--- config.mk ---
export PLATFORM = sky130hd
export DESIGN_NAME = axis_byte_packer
export DESIGN_NICKNAME = d
export VERILOG_FILES = /design/src/rtl/axis_byte_packer.sv
export SDC_FILE = /design/constraint.sdc
export NUM_CORES = 1
export LEC_CHECK = 0
export ABC_AREA = 1
export CAP_MARGIN = 40
export CORE_AREA = 2 2 103 130
export CTS_CLUSTER_SIZE = 16
export DETAILED_ROUTE_END_ITERATION = 16
export DIE_AREA = 0 0 105 132
export PLACE_DENSITY = 0.65
export SYNTH_ARGS = -nofsm -noshare
export SYNTH_HDL_FRONTEND = slang
export SYNTH_SLANG_ARGS = --single-unit
export TNS_END_PERCENT = 20
--- constraint.sdc ---
create_clock -name clk -period 3 [get_ports clk]
set_input_delay 0.6 -clock clk [delete_from_list [all_inputs] [get_ports clk]]
set_output_delay 0.6 -clock clk [all_outputs]
set_load 0.01 [all_outputs]
--- src/rtl/axis_byte_packer.sv ---
// AXI-Stream byte packer with optional header insert (AXIS_PACK_HDR_EN); 1-cycle s->m latency, +1 beat on FLUSH.
// Single output register; s_ready drops whenever m_valid && !m_ready, so a stalled output holds every m_* stable.
`timescale 1ns/1ps
module axis_byte_packer #(
  parameter int DATA_WD      = 32,
  parameter int DATA_BYTE_WD = DATA_WD / 8,
  parameter int BYTE_CNT_WD  = $clog2(DATA_BYTE_WD)
) (
  input  logic                    clk,
  input  logic                    rst,
  input  logic                    hdr_valid,
  output logic                    hdr_ready,
  input  logic [DATA_WD-1:0]      hdr_data,
  input  logic [DATA_BYTE_WD-1:0] hdr_keep,
  input  logic                    s_valid,
  output logic                    s_ready,
  input  logic [DATA_WD-1:0]      s_data,
  input  logic [DATA_BYTE_WD-1:0] s_keep,
  input  logic                    s_last,
  output logic                    m_valid,
  input  logic                    m_ready,
  output logic [DATA_WD-1:0]      m_data,
  output logic [DATA_BYTE_WD-1:0] m_keep,
  output logic                    m_last
);

  localparam int CW = BYTE_CNT_WD + 1;
  localparam int TW = BYTE_CNT_WD + 2;
  localparam logic [1:0] IDLE   = 2'd0;
  localparam logic [1:0] STREAM = 2'd1;
  localparam logic [1:0] FLUSH  = 2'd2;
  localparam logic [TW-1:0] FULL_T = TW'(DATA_BYTE_WD);
  localparam logic [CW-1:0] FULL_C = CW'(DATA_BYTE_WD);

  function automatic logic [CW-1:0] popcnt(input logic [DATA_BYTE_WD-1:0] k);
    logic [CW-1:0] c;
    c = '0;
    for (int i = 0; i < DATA_BYTE_WD; i++) c = c + CW'(k[i]);
    return c;
  endfunction

  function automatic logic [DATA_BYTE_WD-1:0] keep_top(input logic [CW-1:0] c);
    logic [DATA_BYTE_WD-1:0] ones;
    ones = '1;
    return ~(ones >> c);
  endfunction

  function automatic logic [DATA_WD-1:0] data_top(input logic [CW-1:0] c);
    logic [DATA_WD-1:0] ones;
    ones = '1;
    return ~(ones >> {c, 3'b000});
  endfunction

  logic [1:0]           state;
  logic [DATA_WD-1:0]   res_data;
  logic [CW-1:0]        res_cnt;

  logic                 hdr_gate;
  logic [CW-1:0]        hdr_cnt;
  logic [DATA_WD-1:0]   hdr_left;
  logic [CW-1:0]        s_cnt;
  logic [DATA_WD-1:0]   s_clean;
  logic [2*DATA_WD-1:0] concat;
  logic [TW-1:0]        total;
  logic [TW-1:0]        remain;
  logic                 emit_full;
  logic                 out_free;
  logic                 s_fire;
  logic                 hdr_take;

`ifdef AXIS_PACK_HDR_EN
  assign hdr_gate  = hdr_valid;
  assign hdr_cnt   = popcnt(hdr_keep);
  assign hdr_left  = hdr_data << {FULL_C - hdr_cnt, 3'b000};
  assign hdr_ready = !rst && (state == IDLE);
`else
  logic unused_hdr;
  assign unused_hdr = ^{hdr_valid, hdr_data, hdr_keep};
  assign hdr_gate  = 1'b0;
  assign hdr_cnt   = '0;
  assign hdr_left  = '0;
  assign hdr_ready = 1'b0;
`endif

  // Bytes beyond keep are zeroed so stale lanes never OR into the residual.
  assign s_cnt     = popcnt(s_keep);
  assign s_clean   = s_data & data_top(s_cnt);
  assign concat    = {res_data, {DATA_WD{1'b0}}} | ({s_clean, {DATA_WD{1'b0}}} >> {res_cnt, 3'b000});
  assign total     = TW'(res_cnt) + TW'(s_cnt);
  assign emit_full = total >= FULL_T;
  assign remain    = total - FULL_T;

  assign out_free  = !m_valid || m_ready;
  assign s_ready   = !rst && (state != FLUSH) && out_free && !((state == IDLE) && hdr_gate);
  assign s_fire    = s_valid && s_ready;
  assign hdr_take  = (state == IDLE) && hdr_gate;

  always_ff @(posedge clk or posedge rst) begin
    if (rst) begin
      state    <= IDLE;
      res_data <= '0;
      res_cnt  <= '0;
      m_valid  <= 1'b0;
      m_data   <= '0;
      m_keep   <= '0;
      m_last   <= 1'b0;
    end else begin
      if (m_ready) m_valid <= 1'b0;
      if (hdr_take) begin
        res_data <= hdr_left;
        res_cnt  <= hdr_cnt;
        state    <= STREAM;
      end else if (state == FLUSH) begin
        if (out_free) begin
          m_valid  <= 1'b1;
          m_data   <= res_data;
          m_keep   <= keep_top(res_cnt);
          m_last   <= 1'b1;
          res_data <= '0;
          res_cnt  <= '0;
          state    <= IDLE;
        end
      end else if (s_fire) begin
        if (emit_full) begin
          m_valid  <= 1'b1;
          m_data   <= concat[2*DATA_WD-1:DATA_WD];
          m_keep   <= '1;
          m_last   <= s_last && (remain == '0);
          res_data <= concat[DATA_WD-1:0];
          res_cnt  <= CW'(remain);
          if (!s_last)           state <= STREAM;
          else if (remain != '0) state <= FLUSH;
          else                   state <= IDLE;
        end else if (s_last) begin
          // A zero-byte tail still produces a keep=0 beat to mark the boundary.
          m_valid  <= 1'b1;
          m_data   <= concat[2*DATA_WD-1:DATA_WD];
          m_keep   <= keep_top(CW'(total));
          m_last   <= 1'b1;
          res_data <= '0;
          res_cnt  <= '0;
          state    <= IDLE;
        end else begin
          res_data <= concat[2*DATA_WD-1:DATA_WD];
          res_cnt  <= CW'(total);
          state    <= STREAM;
        end
      end
    end
  end

endmodule

==> flow_summary.yaml, run 1 <==
drt:
  wl_per_cell_um: 17.95
  routed_wirelength_mm: 17.98
  route.detailed.drc: 0
  avgViaCountPerCell: 5.417
  first_pass_iters: 6
  drtAntennaViolNets: 0
  first_iter_violations: 478
  routed-via-count: 5428
critical_path:
  cp_data_required_time_ns: 3.23
  rrSetupSlack_ns: 0.65
  crit_type: "input pin to register"
  rr_startpoint: "res_cnt[2]"
  endpoint_kind: "register"
  critPathBufInv: 4
  r2r_cells: 12
  cp.depth: 15
  worst_path_max_delay_cell: "fa_1"
  arrival_ns: 3.11
  max_stage_delay_ns: 0.51
  r2r-end: "m_keep[2]"
  crit_chain: "clkbuf_2 -> fa_1 -> ha_4 -> ha_4 -> inv_4 -> fa_2 -> nand3_4 -> nand2_4 -> nor2_4 -> nand3_4 -> nand2_8 -> clkinv_8 -> buf_12 -> o21ai_4 -> nand2_1"
  crit_fanout: 7
  worstSetupStartpointType: "input pin"
  path_delay_family: "adder cells"
placed_design:
  gp_congestion: 0.9373
  placed_cell_area_um2: 6061
  place_ws_ns: -0.6658
  dpl.hpwl_mm: 12.81
  portBuffers: 79
clocking:
  insertion_delay_ns: 0.35
  cts_hold_buf: 0
  numCtsBuffers: 9
  tritoncts: "yes"
  htree_levels: 3
  clock_sinks: 75
  cts-root-buf: "clkbuf_16"
  cts_max_path_buffers: 2
  clkTransAtPathRegs_ns: 0.06
pwr:
  powerDensity_nw_per_um2: 998.0
  power_mw: 6.688
  peakVddDrop_uv: 501.4
  p_leak_nw: 3.261
cells_and_area:
  nNetsFinal: 915
  fin_util: 0.5341
  postLayoutCellArea_um2: 6701
  drive_gt1_frac: 0.1355
  area_growth_pct: 35.94
  n_antenna_cell: 0
sta:
  setup_viol: 0
  fin_crit_sh: 0.9624
  fmax_ghz: 0.3463
  max_slew.worst_pin.slew_ns: 0.5514
  finalWorstSetupSlack_ns: 0.1127
  drv_slew: 0
  hold_violations: 0
  fin_worst_skew_ns: 0.01047
  rsz0062_at_grt: "false"
  holdWs_ns: 0.4734
  slew_headroom: 0.6324
  period_needed_ns: 2.887
synth:
  synth.area.mux_share: 0
  synth-simple-area-share: 0.4119
  netlist_area_um2: 4930
  synth_top_family_by_area: "simple AND/OR/NAND/NOR gates"
  synth_area_leaders: "dfrtp_1, nand2_1, nand3_1"
  synth_xor_xnor_area_share: 0
  synth_compound_area_frac: 0.1160
  ys_seq_area_frac: 0.3807
  ys_ff_latch: 75
  synth_top_area_share: 0.3807
  synth_fa_ha_area_frac: 0.02335
  syn_nets: 820
  syn_inst: 734
  yosysUniqueCellTypes: 31
  ys_warn_count: 0
  synth_area_leader_cell: "dfrtp_1"
  postSynthAreaPerCell_um2: 6.716
floorplanning:
  die_area_um2: 13860
  fp.dieH_um: 132
  io_pins: 118
  die_w_um: 105
  initial_core_util: 0.3929
  placementRows: 46
  core_area_um2: 12550
status:
  outcome: "complete, no violations"
global_route:
  grt_pass1_wl_mm: 27.97
  overflow: 0
  grt_pass1_vias: 5148
  antenna_found_initial: 0
  grt_start_max_net_pins: 46
  grt_usage: 0.2562
flow_run:
  maxCapViolations: 0
hold_path:
  hold_depth: 2
  min_path_type: "register to register"
  hp-start: "res_data[13]"
  holdPathEnd: "res_data[13]"
-- repair_timing --
item | CTS | global route
setup endpoints to repair | 72 | 69
pin swaps | 8 | 14
gates resized for setup | 31 | 47
cloned | 2 | 2
setup buffers | 3 | 2
-- layer usage --
| layer | track usage | vias to the layer above | routed length (µm) |
|---|---|---|---|
| li1 | - | 2604 | - |
| met1 | 0.3305 | 2600 | 7664 |
| met2 | 0.4405 | 193 | 9016 |
| met3 | 0.03559 | 31 | 813 |
| met4 | 0.08519 | 0 | 487 |
| met5 | 0 | - | 0 |
-- flip-flops by register name, summed over array words and instances, names as in the netlist --
| signal | cells |
|---|---|
| m_data | 32 |
| m_keep | 4 |
| m_last | 1 |
| m_valid | 1 |
| res_cnt | 3 |
| res_data | 32 |
| state | 2 |
-- worst max path at each step --
stage / from / endpoint / slack [ns]
detailed placement: s_keep[0] / res_data[1] / -0.67
finish: s_keep[1] / m_keep[2] / 0.11
global placement: s_keep[0] / m_keep[2] / -0.55
global route: s_keep[1] / m_data[16] / 0.04
CTS: s_keep[3] / m_data[12] / 0.006
floorplan: s_keep[0] / res_data[8] / 0.06
-- cells by family (layout without fill, tap and decap cells) --
group	count (synthesis)	after routing
compound gates	102	102
simple gates	476	476
flops	75	75
fa+ha+maj	8	8
other cells	1	1
buf+inv	72	172
-- power by group --
part,internal (mW),switching (mW),total [mW],leakage (nW)
clock,0.590,0.465,1.06,0.132
combinational,1.64,2.41,4.05,2.14
sequential,1.38,0.211,1.59,0.989
total,3.60,3.08,6.69,3.26
-- synthesized netlist by cell type --
cell type and number:
inv_1 22, fa_1 2, clkbuf_1 17, buf_4 4, nor2_2 2, buf_1 2, nand3_2 2, inv_2 3
a41oi_1 1, nor2_4 1, nand4_1 5, a31oi_1 1, nand2_2 6, nand2_4 1, o21bai_1 16, o21ai_1 4
conb_1 1, buf_6 3, nand4_2 1, o31ai_1 1, a21oi_4 1, a21oi_1 18, ha_1 6, nand2_1 281
buf_2 19, dfrtp_1 75, o21ai_0 59, clkinv_1 2, nor2_1 37, a21boi_0 1, nand3_1 140
-- worst reg2reg max path, cell delays in order (launching register included) --
cell and delay [ns]:
dfrtp_1 0.69, inv_2 0.31, nand2_2 0.19, nand2_2 0.10, nand2_2 0.07, nand2_2 0.07, nor2_4 0.15, nand3_4 0.11
nand2_8 0.14, clkinv_8 0.10, buf_12 0.16, o21ai_4 0.06, nand2_1 0.08
-- layout make-up --
| cell class | instances | area, µm² |
|---|---|---|
| Inverter | 27 | 116.4 |
| Timing Repair Buffer | 129 | 1329 |
| Sequential cell | 75 | 1877 |
| Fill cell | 1286 | 5846 |
| Multi-Input combinational cell | 587 | 2882 |
| Clock buffer | 10 | 239.0 |
| Clock inverter | 6 | 48.80 |
| Tap cell | 168 | 210.2 |
-- cell usage in the layout (no fill, tap or decap), types with 2 or more instances in the layout --
cell type,synthesis,layout
nand3_1,140,138
buf_4,4,34
nor2_1,37,35
o21ai_4,0,2
o21ai_2,0,5
nand2_2,6,13
clkdlybuf4s50_1,0,76
clkbuf_2,0,3
inv_2,3,4
ha_1,6,2
clkbuf_16,0,11
buf_12,0,8
inv_1,22,19
dfrtp_1,75,75
clkinvlp_4,0,3
clkinv_1,2,2
o21ai_1,4,9
a21oi_1,18,18
inv_6,0,2
nand4_1,5,5
nand2_1,281,273
ha_4,0,3
nor2_4,1,2
nor2_2,2,3
o21bai_1,16,16
nand3_4,0,3
buf_6,3,4
o21ai_0,59,47
-- per-stage QoR --
| step | setup TNS [ns] | instances |
|---|---|---|
| finish | 0 | 1002 |
| global route | 0 | 1002 |
| CTS | 0 | 998 |
| detailed placement | -45.59 | 977 |
| global placement | -36.84 | 977 |
| floorplan | 0 | 734 |
(Power assumes the default switching activity.)
==> run 2, diff against run 1 <==
--- a/config.mk
+++ b/config.mk
@@ -12,6 +12,7 @@
 export DETAILED_ROUTE_END_ITERATION = 16
 export DIE_AREA = 0 0 105 132
 export PLACE_DENSITY = 0.65
+export SLEW_MARGIN = 20
 export SYNTH_ARGS = -nofsm -noshare
 export SYNTH_HDL_FRONTEND = slang
 export SYNTH_SLANG_ARGS = --single-unit
==> results of run 2 <==
No change in the layout: final DEF, timing and power equal those of run 1.
==> run 3, diff against run 2 <==
--- a/config.mk
+++ b/config.mk
@@ -8,6 +8,7 @@
 export ABC_AREA = 1
 export CAP_MARGIN = 40
 export CORE_AREA = 2 2 103 130
+export CTS_CLUSTER_DIAMETER = 40
 export CTS_CLUSTER_SIZE = 16
 export DETAILED_ROUTE_END_ITERATION = 16
 export DIE_AREA = 0 0 105 132
==> results of run 3 <==
No change in the layout: final DEF, timing and power equal those of run 1.
==> RTL edit 1: new RTL, flow settings as in run 2 <==
The parameter `DATA_WD` goes from 32 to 64.
--- a/src/rtl/axis_byte_packer.sv
+++ b/src/rtl/axis_byte_packer.sv
@@ -2,7 +2,7 @@
 // Single output register; s_ready drops whenever m_valid && !m_ready, so a stalled output holds every m_* stable.
 `timescale 1ns/1ps
 module axis_byte_packer #(
-  parameter int DATA_WD      = 32,
+  parameter int DATA_WD      = 64,
   parameter int DATA_BYTE_WD = DATA_WD / 8,
   parameter int BYTE_CNT_WD  = $clog2(DATA_BYTE_WD)
 ) (
Interface: changed (6 resized); port bits go from 118 to 226. No check against the original RTL was run, so the function may have changed too.
==> RTL edit 1 against run 2 <==
- the flow now stops in 3_1_place_gp_skip_io
- area after synthesis increased by 120%
==> RTL edit 1: results (changes against run 2) <==
Run status
  – Outcome: did not finish
  – Stage reached: 3_1_place_gp_skip_io
  – Log Error: [ERROR GPL-0301] Utilization 105.762 % exceeds 100%.

Synthesis
  – Top post-synthesis cells by count: 811 x nand2_1, 286 x nand3_1, 144 x dfrtp_1
  – Ys async rst share: 100% (unchanged)
  – Synth cell types: 35 (+13%)
  – Predominant post-synthesis flop cell: dfrtp_1
  – Area contributors post-synth: dfrtp_1 33%, nand2_1 28%, nand3_1 13%, o21ai_0 3.5%, inv_1 3.0%
  – Post-Syn Area per Cell: 6.12 µm² (-8.9%)
  – Mapped Nets: 1926 (+130%)
  – #FFs+latches synth: 144 (+92%)
  – Synth warnings: 0 (unchanged)
  – Seq/Total Area, Yosys: 33.4% (-4.7 points)
## RTL edit 1: cell families after synthesis
kind of cell | Yosys count | share of synthesized area [%]
fa+ha+maj | 13 | 1.86
simple gates | 1176 | 45.2
other cells | 1 | 0.0348
flops | 144 | 33.4
buf+inv | 214 | 8.48
compound gates | 214 | 10.9
xor+xnor | 1 | 0.0812
==> RTL edit 2: new RTL, config.mk and constraints of run 2 <==
Made on the original files. Make the reset (`rst`) synchronous in one clocked block.
--- a/src/rtl/axis_byte_packer.sv
+++ b/src/rtl/axis_byte_packer.sv
@@ -95,7 +95,7 @@
   assign s_fire    = s_valid && s_ready;
   assign hdr_take  = (state == IDLE) && hdr_gate;
 
-  always_ff @(posedge clk or posedge rst) begin
+  always_ff @(posedge clk) begin
     if (rst) begin
       state    <= IDLE;
       res_data <= '0;
Check against the original RTL: differs if rst is asserted again (counterexample within 4 cycles, from zero or initial values and one cycle with rst high); with rst held inactive, the same outputs for 4 cycles.
==> RTL edit 2 against run 2 <==
- setup slack got worse by 0.020 ns
- sequential cell count did not move
- die area did not move
- routed wire length fell by 12%
- critical path depth did not move
- maximum frequency fell by 0.68%
- area after synthesis fell by 5.3%
- synthesized cell count rose by 4.0%
- cell area rose by 2.6%
- worst hold slack got worse by 0.017 ns
- utilization rose by 1.4 points
- largest cell class unchanged
- highest routed layer unchanged
Power is not compared: it rests on default switching activity, and its combinational part moved more than twofold at a synthesized area within 25%.
==> RTL edit 2: results (changes against run 2) <==
Run status
  – Outcome: finished, final reports clean

Routing
  – Met2 wire length: 7290 µm (-19%)
  – DRT Wirelength: 15800 µm (-12%)
  – Detailed router's first-iteration violation count: 439 (-8.2%)
  – Metal-1 WL: 7030 µm (-8.3%)

Placement
  – Post-DP HPWL: 11300 µm (-12%)
  – Placer Congestion: 0.977 (+4.3%)
  – Setup Slack @ Placement: -0.733 ns (-0.0673 ns)
  – Dpl cell area: 6040 µm² (-0.31%)

Global routing
  – Met2 global-route usage: 35.1% (-9.0 points)
  – Largest net degree at the start of global routing: 43 (-6.5%)
  – Routing usage on met3: 2.42% (-1.1 points)
  – GR Util All Layers: 22.2% (-3.4 points)

Worst setup path
  – CP Capture Point: m_data[9]
  – R2R Setup Slk: 0.77 ns (+0.12 ns)
  – RR Endpoint: m_data[3]
  – R2r worst-path depth: 8 (-4)
  – Critical Path Fanout Max: 8 (+1)
  – FF-to-FF Start: state[1]

Synthesis
  – Mapped Nets: 849 (+3.5%)
  – Seq/Total Area, Yosys: 32.1% (-5.9 points)
  – Post-Syn Area per Cell: 6.12 µm² (-8.9%)
  – Predominant post-synthesis flop cell: dfxtp_1
  – Complex-gate fraction of the synthesized area: 15.8% (+4.2 points)
  – Ys async rst share: 0% (-100 points)
  – Area contributors post-synth: dfxtp_1 32%, nand2_1 18%, nand3_1 9.8%, nor2_1 8.2%, o21ai_0 6.9%
  – Synth cell types: 33 (+6.5%)

STA
  – Clk_skew: 0.0101 ns (-0.000340 ns)
  – Slew @ Worst Pin: 0.634 ns (+0.0827 ns)

Cells and area
  – Nets: 968 (+5.8%)
[RTL edit 2: cell count changes after synthesis, sizes merged, moves of 28 or more]
cell   change
dfxtp     +75
nand2     -63
a21oi     +28
nand3     -50
dfrtp     -75
nor2      +64
[RTL edit 2: worst min path at each step]
stage	startpoint	end	slack, ns	cells after the start
finish	res_data[27]	res_data[27]	0.46	2
global route	res_data[18]	res_data[18]	0.48	2
CTS	res_data[22]	res_data[22]	0.46	2
detailed placement	res_data[20]	res_data[20]	0.45	2
global placement	res_data[27]	res_data[27]	0.45	2
floorplan	res_data[16]	res_data[16]	0.44	2
[RTL edit 2: area by class of cell]
| cell class | count | area [µm²] |
|---|---|---|
| clock buffer | 10 | 239 |
| fill | 1262 | 5670 |
| clock inverter | 6 | 65.1 |
| inverter | 39 | 164 |
| sequential | 75 | 1500 |
| timing repair buffer | 159 | 1590 |
| tap | 168 | 210 |
| multi-input combinational | 598 | 3110 |
